--- config.mk ---
export PLATFORM = sky130hd
export DESIGN_NAME = muldiv_ctrl_flat
export DESIGN_NICKNAME = d
export VERILOG_FILES = /design/src/rtl/muldiv_ctrl_pkg.sv /design/src/rtl/muldiv_ctrl_if.sv /design/src/rtl/muldiv_ctrl.sv /design/src/flat_wrapper.sv
export SDC_FILE = /design/constraint.sdc
export NUM_CORES = 1
export LEC_CHECK = 0
export ABC_AREA = 1
export ABC_CLOCK_PERIOD_IN_PS = 3300
export BUFFER_PORTS_ARGS = -buffer_cell sky130_fd_sc_hd__buf_2
export CORE_AREA = 4 4 151 153
export CTS_CLUSTER_DIAMETER = 150
export DETAILED_ROUTE_END_ITERATION = 16
export DIE_AREA = 0 0 155 157
export SYNTH_ARGS = -nofsm -noshare
export SYNTH_HDL_FRONTEND = slang
export SYNTH_SLANG_ARGS = --single-unit
--- constraint.sdc ---
create_clock -name clk -period 3.3 [get_ports clk]
set_input_delay 0.495 -clock clk [delete_from_list [all_inputs] [get_ports clk]]
set_output_delay 0.495 -clock clk [all_outputs]
set_load 0.03 [all_outputs]
--- src/rtl/muldiv_ctrl_pkg.sv ---
// Shared definitions for the EX-stage multiply/divide sequencing controller:
// operation codes, controller state encoding and the divide-by-zero LO value.
package muldiv_ctrl_pkg;

  typedef enum logic [1:0] {
    MULDIV_MULT  = 2'b00,
    MULDIV_MULTU = 2'b01,
    MULDIV_DIV   = 2'b10,
    MULDIV_DIVU  = 2'b11
  } muldiv_op_e;

  typedef enum logic [1:0] {
    ST_IDLE     = 2'b00,
    ST_MUL_WAIT = 2'b01,
    ST_DIV_RUN  = 2'b10,
    ST_DONE     = 2'b11
  } muldiv_state_e;

  // LO value written when a divide sees a zero divisor (HI gets the dividend)
  localparam logic [31:0] DIV_BYPASS_LO = 32'hFFFFFFFF;

  function automatic logic isDivOp(input logic [1:0] kind);
    return (kind == MULDIV_DIV) || (kind == MULDIV_DIVU);
  endfunction

  function automatic logic isSignedOp(input logic [1:0] kind);
    return (kind == MULDIV_MULT) || (kind == MULDIV_DIV);
  endfunction

endpackage

--- src/rtl/muldiv_ctrl_if.sv ---
// Bundle of the controller's EX-side, multiplier-side and divider-side signals.
// The master modport is the controller; the slave modport is its environment
// (EX stage, HI/LO file, multiplier and divider).
interface muldiv_ctrl_if;

  logic        op_valid;
  logic [1:0]  op_kind;
  logic [31:0] src_a;
  logic [31:0] src_b;
  logic        flush;

  logic        mul_signed;
  logic [31:0] mul_ina;
  logic [31:0] mul_inb;
  logic [63:0] mul_result;

  logic        div_start;
  logic        div_signed;
  logic [31:0] div_opa;
  logic [31:0] div_opb;
  logic        div_annul;
  logic        div_ready;
  logic [63:0] div_result;

  logic        stallreq;
  logic        hilo_we;
  logic [31:0] hi_wdata;
  logic [31:0] lo_wdata;
  logic        busy;

  modport master (
    input  op_valid, op_kind, src_a, src_b, flush,
    input  mul_result, div_ready, div_result,
    output mul_signed, mul_ina, mul_inb,
    output div_start, div_signed, div_opa, div_opb, div_annul,
    output stallreq, hilo_we, hi_wdata, lo_wdata, busy
  );

  modport slave (
    output op_valid, op_kind, src_a, src_b, flush,
    output mul_result, div_ready, div_result,
    input  mul_signed, mul_ina, mul_inb,
    input  div_start, div_signed, div_opa, div_opb, div_annul,
    input  stallreq, hilo_we, hi_wdata, lo_wdata, busy
  );

endinterface

--- src/rtl/muldiv_ctrl.sv ---
// Sequencing controller for the fixed-latency multiplier and the iterative
// divider. Accepts one op from EX, holds the pipeline until the result is
// back, then issues a single-cycle HI/LO write. Flush annuls any op in flight.
module muldiv_ctrl
  import muldiv_ctrl_pkg::*;
#(
  parameter int MUL_LAT = 2
) (
  input  logic          clk,
  input  logic          resetn,
  muldiv_ctrl_if.master bus
);

  localparam int CNT_W = (MUL_LAT > 1) ? $clog2(MUL_LAT) : 1;
  localparam logic [CNT_W-1:0] CNT_LOAD = CNT_W'(MUL_LAT - 1);

  muldiv_state_e   r_state;
  muldiv_state_e   w_stateNext;
  logic [CNT_W-1:0] r_cnt;
  logic [31:0]     r_opA;
  logic [31:0]     r_opB;
  logic            r_signed;
  logic [31:0]     r_hi;
  logic [31:0]     r_lo;

  logic w_accept;
  logic w_bypass;
  logic w_capMul;
  logic w_capDiv;
  logic w_stall;
  logic w_divStart;
  logic w_divAnnul;
  logic w_hiloWe;

  // State register; reset lands in IDLE immediately.
  always_ff @(posedge clk or negedge resetn) begin
    if (!resetn) begin
      r_state <= ST_IDLE;
    end else begin
      r_state <= w_stateNext;
    end
  end

  // Next-state and handshake decode; flush overrides every transition.
  always_comb begin
    w_stateNext = r_state;
    w_accept    = 1'b0;
    w_bypass    = 1'b0;
    w_capMul    = 1'b0;
    w_capDiv    = 1'b0;
    w_stall     = 1'b0;
    w_divStart  = 1'b0;
    w_divAnnul  = 1'b0;
    w_hiloWe    = 1'b0;
    case (r_state)
      ST_IDLE: begin
        w_stall = bus.op_valid & ~bus.flush;
        if (bus.op_valid && !bus.flush) begin
          w_accept = 1'b1;
          if (!isDivOp(bus.op_kind)) begin
            w_stateNext = ST_MUL_WAIT;
          end else if (bus.src_b == 32'd0) begin
            w_bypass    = 1'b1;
            w_stateNext = ST_DONE;
          end else begin
            w_stateNext = ST_DIV_RUN;
          end
        end
      end
      ST_MUL_WAIT: begin
        w_stall = 1'b1;
        if (bus.flush) begin
          w_stateNext = ST_IDLE;
        end else if (r_cnt == '0) begin
          w_capMul    = 1'b1;
          w_stateNext = ST_DONE;
        end
      end
      ST_DIV_RUN: begin
        w_stall = 1'b1;
        if (bus.flush) begin
          w_divAnnul  = 1'b1;
          w_stateNext = ST_IDLE;
        end else if (bus.div_ready) begin
          w_capDiv    = 1'b1;
          w_stateNext = ST_DONE;
        end else begin
          w_divStart = 1'b1;
        end
      end
      ST_DONE: begin
        w_hiloWe    = ~bus.flush;
        w_stateNext = ST_IDLE;
      end
      default: begin
        w_stateNext = ST_IDLE;
      end
    endcase
  end

  // Operand latch, multiply latency counter and HI/LO result capture.
  always_ff @(posedge clk or negedge resetn) begin
    if (!resetn) begin
      r_cnt    <= '0;
      r_opA    <= '0;
      r_opB    <= '0;
      r_signed <= 1'b0;
      r_hi     <= '0;
      r_lo     <= '0;
    end else begin
      if (w_accept) begin
        r_opA    <= bus.src_a;
        r_opB    <= bus.src_b;
        r_signed <= isSignedOp(bus.op_kind);
        r_cnt    <= CNT_LOAD;
      end else if (r_state == ST_MUL_WAIT && r_cnt != '0) begin
        r_cnt <= r_cnt - CNT_W'(1);
      end
      if (w_bypass) begin
        r_hi <= bus.src_a;
        r_lo <= DIV_BYPASS_LO;
      end else if (w_capMul) begin
        r_hi <= bus.mul_result[63:32];
        r_lo <= bus.mul_result[31:0];
      end else if (w_capDiv) begin
        r_hi <= bus.div_result[63:32];
        r_lo <= bus.div_result[31:0];
      end
    end
  end

  assign bus.mul_signed = r_signed;
  assign bus.mul_ina    = r_opA;
  assign bus.mul_inb    = r_opB;
  assign bus.div_signed = r_signed;
  assign bus.div_opa    = r_opA;
  assign bus.div_opb    = r_opB;
  assign bus.hi_wdata   = r_hi;
  assign bus.lo_wdata   = r_lo;

  // Strobes are forced low while reset is held, even though IDLE decodes op_valid.
  assign bus.stallreq  = resetn & w_stall;
  assign bus.div_start = resetn & w_divStart;
  assign bus.div_annul = resetn & w_divAnnul;
  assign bus.hilo_we   = resetn & w_hiloWe;
  assign bus.busy      = resetn & (r_state != ST_IDLE);

endmodule

--- src/flat_wrapper.sv ---
// flat-port wrapper written by rule: the top's interface ports become plain ports
module muldiv_ctrl_flat import muldiv_ctrl_pkg::*;
#(
  parameter int MUL_LAT = 2
)
  (clk, resetn, bus_op_valid, bus_op_kind, bus_src_a, bus_src_b, bus_flush, bus_mul_result, bus_div_ready, bus_div_result, bus_mul_signed, bus_mul_ina, bus_mul_inb, bus_div_start, bus_div_signed, bus_div_opa, bus_div_opb, bus_div_annul, bus_stallreq, bus_hilo_we, bus_hi_wdata, bus_lo_wdata, bus_busy);
  muldiv_ctrl_if bus_i ();
  input  logic clk;
  input  logic resetn;
  input wire logic [$bits(bus_i.op_valid)-1:0] bus_op_valid;
  input wire logic [$bits(bus_i.op_kind)-1:0] bus_op_kind;
  input wire logic [$bits(bus_i.src_a)-1:0] bus_src_a;
  input wire logic [$bits(bus_i.src_b)-1:0] bus_src_b;
  input wire logic [$bits(bus_i.flush)-1:0] bus_flush;
  input wire logic [$bits(bus_i.mul_result)-1:0] bus_mul_result;
  input wire logic [$bits(bus_i.div_ready)-1:0] bus_div_ready;
  input wire logic [$bits(bus_i.div_result)-1:0] bus_div_result;
  output wire logic [$bits(bus_i.mul_signed)-1:0] bus_mul_signed;
  output wire logic [$bits(bus_i.mul_ina)-1:0] bus_mul_ina;
  output wire logic [$bits(bus_i.mul_inb)-1:0] bus_mul_inb;
  output wire logic [$bits(bus_i.div_start)-1:0] bus_div_start;
  output wire logic [$bits(bus_i.div_signed)-1:0] bus_div_signed;
  output wire logic [$bits(bus_i.div_opa)-1:0] bus_div_opa;
  output wire logic [$bits(bus_i.div_opb)-1:0] bus_div_opb;
  output wire logic [$bits(bus_i.div_annul)-1:0] bus_div_annul;
  output wire logic [$bits(bus_i.stallreq)-1:0] bus_stallreq;
  output wire logic [$bits(bus_i.hilo_we)-1:0] bus_hilo_we;
  output wire logic [$bits(bus_i.hi_wdata)-1:0] bus_hi_wdata;
  output wire logic [$bits(bus_i.lo_wdata)-1:0] bus_lo_wdata;
  output wire logic [$bits(bus_i.busy)-1:0] bus_busy;
  assign bus_i.op_valid = bus_op_valid;
  assign bus_i.op_kind = bus_op_kind;
  assign bus_i.src_a = bus_src_a;
  assign bus_i.src_b = bus_src_b;
  assign bus_i.flush = bus_flush;
  assign bus_i.mul_result = bus_mul_result;
  assign bus_i.div_ready = bus_div_ready;
  assign bus_i.div_result = bus_div_result;
  assign bus_mul_signed = bus_i.mul_signed;
  assign bus_mul_ina = bus_i.mul_ina;
  assign bus_mul_inb = bus_i.mul_inb;
  assign bus_div_start = bus_i.div_start;
  assign bus_div_signed = bus_i.div_signed;
  assign bus_div_opa = bus_i.div_opa;
  assign bus_div_opb = bus_i.div_opb;
  assign bus_div_annul = bus_i.div_annul;
  assign bus_stallreq = bus_i.stallreq;
  assign bus_hilo_we = bus_i.hilo_we;
  assign bus_hi_wdata = bus_i.hi_wdata;
  assign bus_lo_wdata = bus_i.lo_wdata;
  assign bus_busy = bus_i.busy;
  muldiv_ctrl #(.MUL_LAT(MUL_LAT)) u_core (.clk(clk), .resetn(resetn), .bus(bus_i));
endmodule
==> flow_summary_export.csv <==
group,metric,value,unit
outcome,status,"complete, no violations",
final_layout,final_layout_size_suffix_gt1_share,42.3,%
clock_network,ctsHtreeMaxLevel,4,
detailed_routing,routed_wl,24600,µm
clock_network,clockBufferDepth,2,
worst_setup_path,reg2reg_slack,1.00,ns
detailed_routing,drc,0,
power_and_ir_drop,finalPower,0.0108,W
synthesis,synth_top_area_share,44.2,%
clock_network,hold_buffers,0,
synthesis,ys_seq_area_share,44.2,%
synthesis,syn_nets,1109,
synthesis,netlist_top_cells_count,"236 x nand2_1, 132 x dfrtp_1, 130 x nand3_1",
grt,grt_pass1_wl,37300,µm
detailed_routing,drtPass1Iterations,5,
detailed_routing,routedWlPerCell,16.3,µm
worst_setup_path,critPathRequiredTime,2.80,ns
synthesis,syn_area_per_cell,8.27,µm²
clock_network,cts.sinks,132,
hold_path,hold_path_class,"in -> async",
sta,worst_clock_skew,0.00713,ns
clock_network,cts_made_buffers,17,
synthesis,synth_flop_cell,"dfrtp_1",
power_and_ir_drop,swShare,51.2,%
final_layout,layout.nets,1419,
die,start_util,34.7,%
worst_setup_path,reg2reg_to,"u_core.bus.div_opa[4]",
detailed_routing,via_per_inst,4.61,
clock_network,cts_tree,"yes",
worst_setup_path,crit_type,"reg -> out",
synthesis,synth_top_cell_by_area,"dfrtp_1",
clock_network,clk_latency,0.41,ns
grt,grt_pass1_vias,6646,
worst_setup_path,endpoint_kind,"output pin",
final_layout,fillers,2187,
synthesis,synthTopCellsByArea,"dfrtp_1 44%, nand2_1 12%, mux2_2 9.3%, nand3_1 8.7%, buf_4 6.7%",
worst_setup_path,cp-endpoint,"bus_stallreq",
grt,grt_max_degree,70,
clock_network,cts-root-buf,"clkbuf_16",
sta,rsz0062_at_grt,"false",
grt,antenna_found_initial,1,
grt,grt_overflow,0,
power_and_ir_drop,clock_power_share,16.2,%
final_layout,multi_input_area,2970,µm²
detailed_routing,drtIter0Drc,407,
worst_setup_path,start_kind,"flip-flop",
placement,dp_hpwl,18200,µm
final_layout,final_cells,1508,
die,row_count,54,
die,die_x,155,µm
die,core_area,21600,µm²
sta,clock.fmax,429,MHz
synthesis,synth_cells,905,
grt,grt.met3_usage,4.67,%
power_and_ir_drop,switchingPower,0.00552,W
sta,maxSlewHeadroom,34.8,%
die,fp.dieH,157,µm
final_layout,syn_to_final_growth,29.3,%
clock_network,post_cts_buffers,0,
synthesis,synth_seq_cells,132,
final_layout,antenna_cells,0,
worst_setup_path,cpPeakStageDelay,0.41,ns
sta,timing.final.crit_share,70.6,%
sta,worstMarginPinSlew,0.978,ns
worst_setup_path,cp-startpoint,"u_core.r_state[0]",
placement,dp.cells,1476,
worst_setup_path,critPathArrivalTime,1.84,ns
sta,hold_ws,0.0186,ns
sta,setup_tns,0,ns
worst_setup_path,worstPathMaxFanout,6,
grt,gr-usage-met2,33.5,%
clock_network,cts_resized,0,
synthesis,synth_most_common_cell,"nand2_1",
final_layout,fin_util,44.9,%
grt,grt_use_met1,25.2,%
die,pin_count,398,
sta,final.min_clock_period,2.33,ns
placement,port_buffers,397,
power_and_ir_drop,combPwrFrac,55.9,%
power_and_ir_drop,vdd.ir_drop.worst,0.706,mV
final_layout,regArea,3300,µm²
worst_setup_path,crit_chain,"inv_1 > ha_1 > nand3_4 > a211oi_1 > buf_2",
grt,grt-busiest-layer,"met2",
worst_setup_path,worst_r2r_startpoint,"u_core.r_state[0]",
power_and_ir_drop,p_leak,5.41,nW
detailed_routing,drtAntennaViolNets,0,
detailed_routing,vias,6958,
worst_setup_path,worstRegToRegCells,5,
power_and_ir_drop,pwr-share-seq,27.9,%
placement,gp_congestion,0.871,
synthesis,async_reset_ff_share,100,%
synthesis,synth_edf_count,0,
sta,hold_viol_final,0,
synthesis,yosys_warnings,0,
worst_setup_path,slowest_stage,"dfrtp_1",
synthesis,synth.distinct_cells,24,
sta,drv_slew,0,
synthesis,syn-cell-area,7480,µm²
grt,grtUsageTotal,19.7,%
die,dieArea,24300,µm²
clock_network,path_clk_slew,0.06,ns
power_and_ir_drop,intPower,0.00527,W
sta,setup_viol,0,
power_and_ir_drop,powerDensity,1120,nW/µm²
run,maxCapViolCount,0,
## worst max-delay path, delay by kind of cell (launching register included)
family	cells	cell delay, ns
adders and majority gates	1	0.31
buffers and inverters	2	0.37
DFF	1	0.41
AOI/OAI and AO/OA	1	0.20
and+or+nand+nor	1	0.13
## per-layer routing
| layer | vias to the layer above | share of wire, % |
|---|---|---|
| met1 | 3251 | 42 |
| met4 | 2 | 1.7 |
| met3 | 25 | 7.3 |
| met2 | 258 | 49 |
| met5 | - | 0.053 |
| li1 | 3422 | - |
## cell type report
cell class                      count  area share (%)
Clock buffer                       19            4.58
Sequential cell                   132            34.1
Multi-Input combinational cell    547            30.7
Inverter                          108            4.19
Clock inverter                     13            1.05
Tap cell                          280            3.62
Timing Repair Buffer              409            21.7
## state kept, by name (all words and copies together), names as in the netlist
register / count
u_core.bus.div_signed: 1
u_core.r_state: 2
u_core.r_cnt: 1
u_core.bus.lo_wdata: 32
u_core.bus.hi_wdata: 32
u_core.bus.div_opa: 32
u_core.bus.div_opb: 32
## how the worst min path moves through the flow
| stage | startpoint | end | depth (start not counted) |
|---|---|---|---|
| floorplan | resetn | u_core.bus.div_opa[0] | 0 |
| global placement | u_core.bus.div_opb[26] | u_core.bus.div_opb[26] | 2 |
| detailed placement | u_core.bus.div_opb[26] | u_core.bus.div_opb[26] | 2 |
| CTS | resetn | u_core.bus.div_opb[7] | 1 |
| global route | resetn | u_core.bus.div_opb[7] | 1 |
| finish | resetn | u_core.bus.div_opa[25] | 1 |
## power groups by stage
stage / sequential, W / clock, W / combinational, W
2_1_floorplan: 0.00449 / 0 / 0.00319
3_3_place_gp: 0.00301 / 0 / 0.00606
3_5_place_dp: 0.00302 / 0 / 0.00611
4_1_cts: 0.00301 / 0.00181 / 0.00611
5_1_grt: 0.00311 / 0.00188 / 0.00650
6_report: 0.00301 / 0.00175 / 0.00603
## cell usage in the layout, fill, tap and decap left out
| cell type | synthesis | routed |
|---|---|---|
| mux2_2 | 62 | 62 |
| clkbuf_1 | 9 | 1 |
| nand3_1 | 130 | 130 |
| nand2_1 | 236 | 236 |
| o211ai_1 | 1 | 1 |
| clkinv_4 | 0 | 3 |
| o21ai_0 | 37 | 37 |
| inv_2 | 3 | 3 |
| nand3_4 | 0 | 1 |
| clkbuf_8 | 0 | 1 |
| inv_1 | 105 | 105 |
| ha_1 | 5 | 5 |
| buf_12 | 0 | 1 |
| nand2_2 | 11 | 10 |
| inv_6 | 0 | 4 |
| nand2_4 | 0 | 1 |
| nor2_1 | 25 | 25 |
| dfrtp_1 | 132 | 132 |
| clkinvlp_4 | 0 | 4 |
| clkbuf_16 | 0 | 17 |
| nor2_4 | 1 | 3 |
| a22oi_1 | 1 | 1 |
| buf_4 | 67 | 11 |
| a21oi_1 | 1 | 1 |
| nand3b_1 | 32 | 32 |
| buf_6 | 12 | 1 |
| a211oi_1 | 1 | 1 |
| nor3_1 | 1 | 1 |
| buf_2 | 29 | 396 |
| clkinv_2 | 0 | 2 |
## kinds of logic after synthesis
logic type | after synthesis | synth area share (%)
AO/OA/AOI/OAI | 41 | 2.84
adder cells (fa/ha/maj) | 5 | 0.836
buffers and inverters | 226 | 16.4
flip-flops | 132 | 44.2
multiplexers | 62 | 9.33
AND/OR/NAND/NOR | 439 | 26.4
## stage by stage
stage               setup WS [ns]  instance area, µm²
floorplan                   0.942                7480
global placement            0.912                9130
detailed placement          0.918                9130
CTS                         0.930                9670
global route                0.737                9670
finish                      0.970                9670
Power figures use the tool's default switching activity.
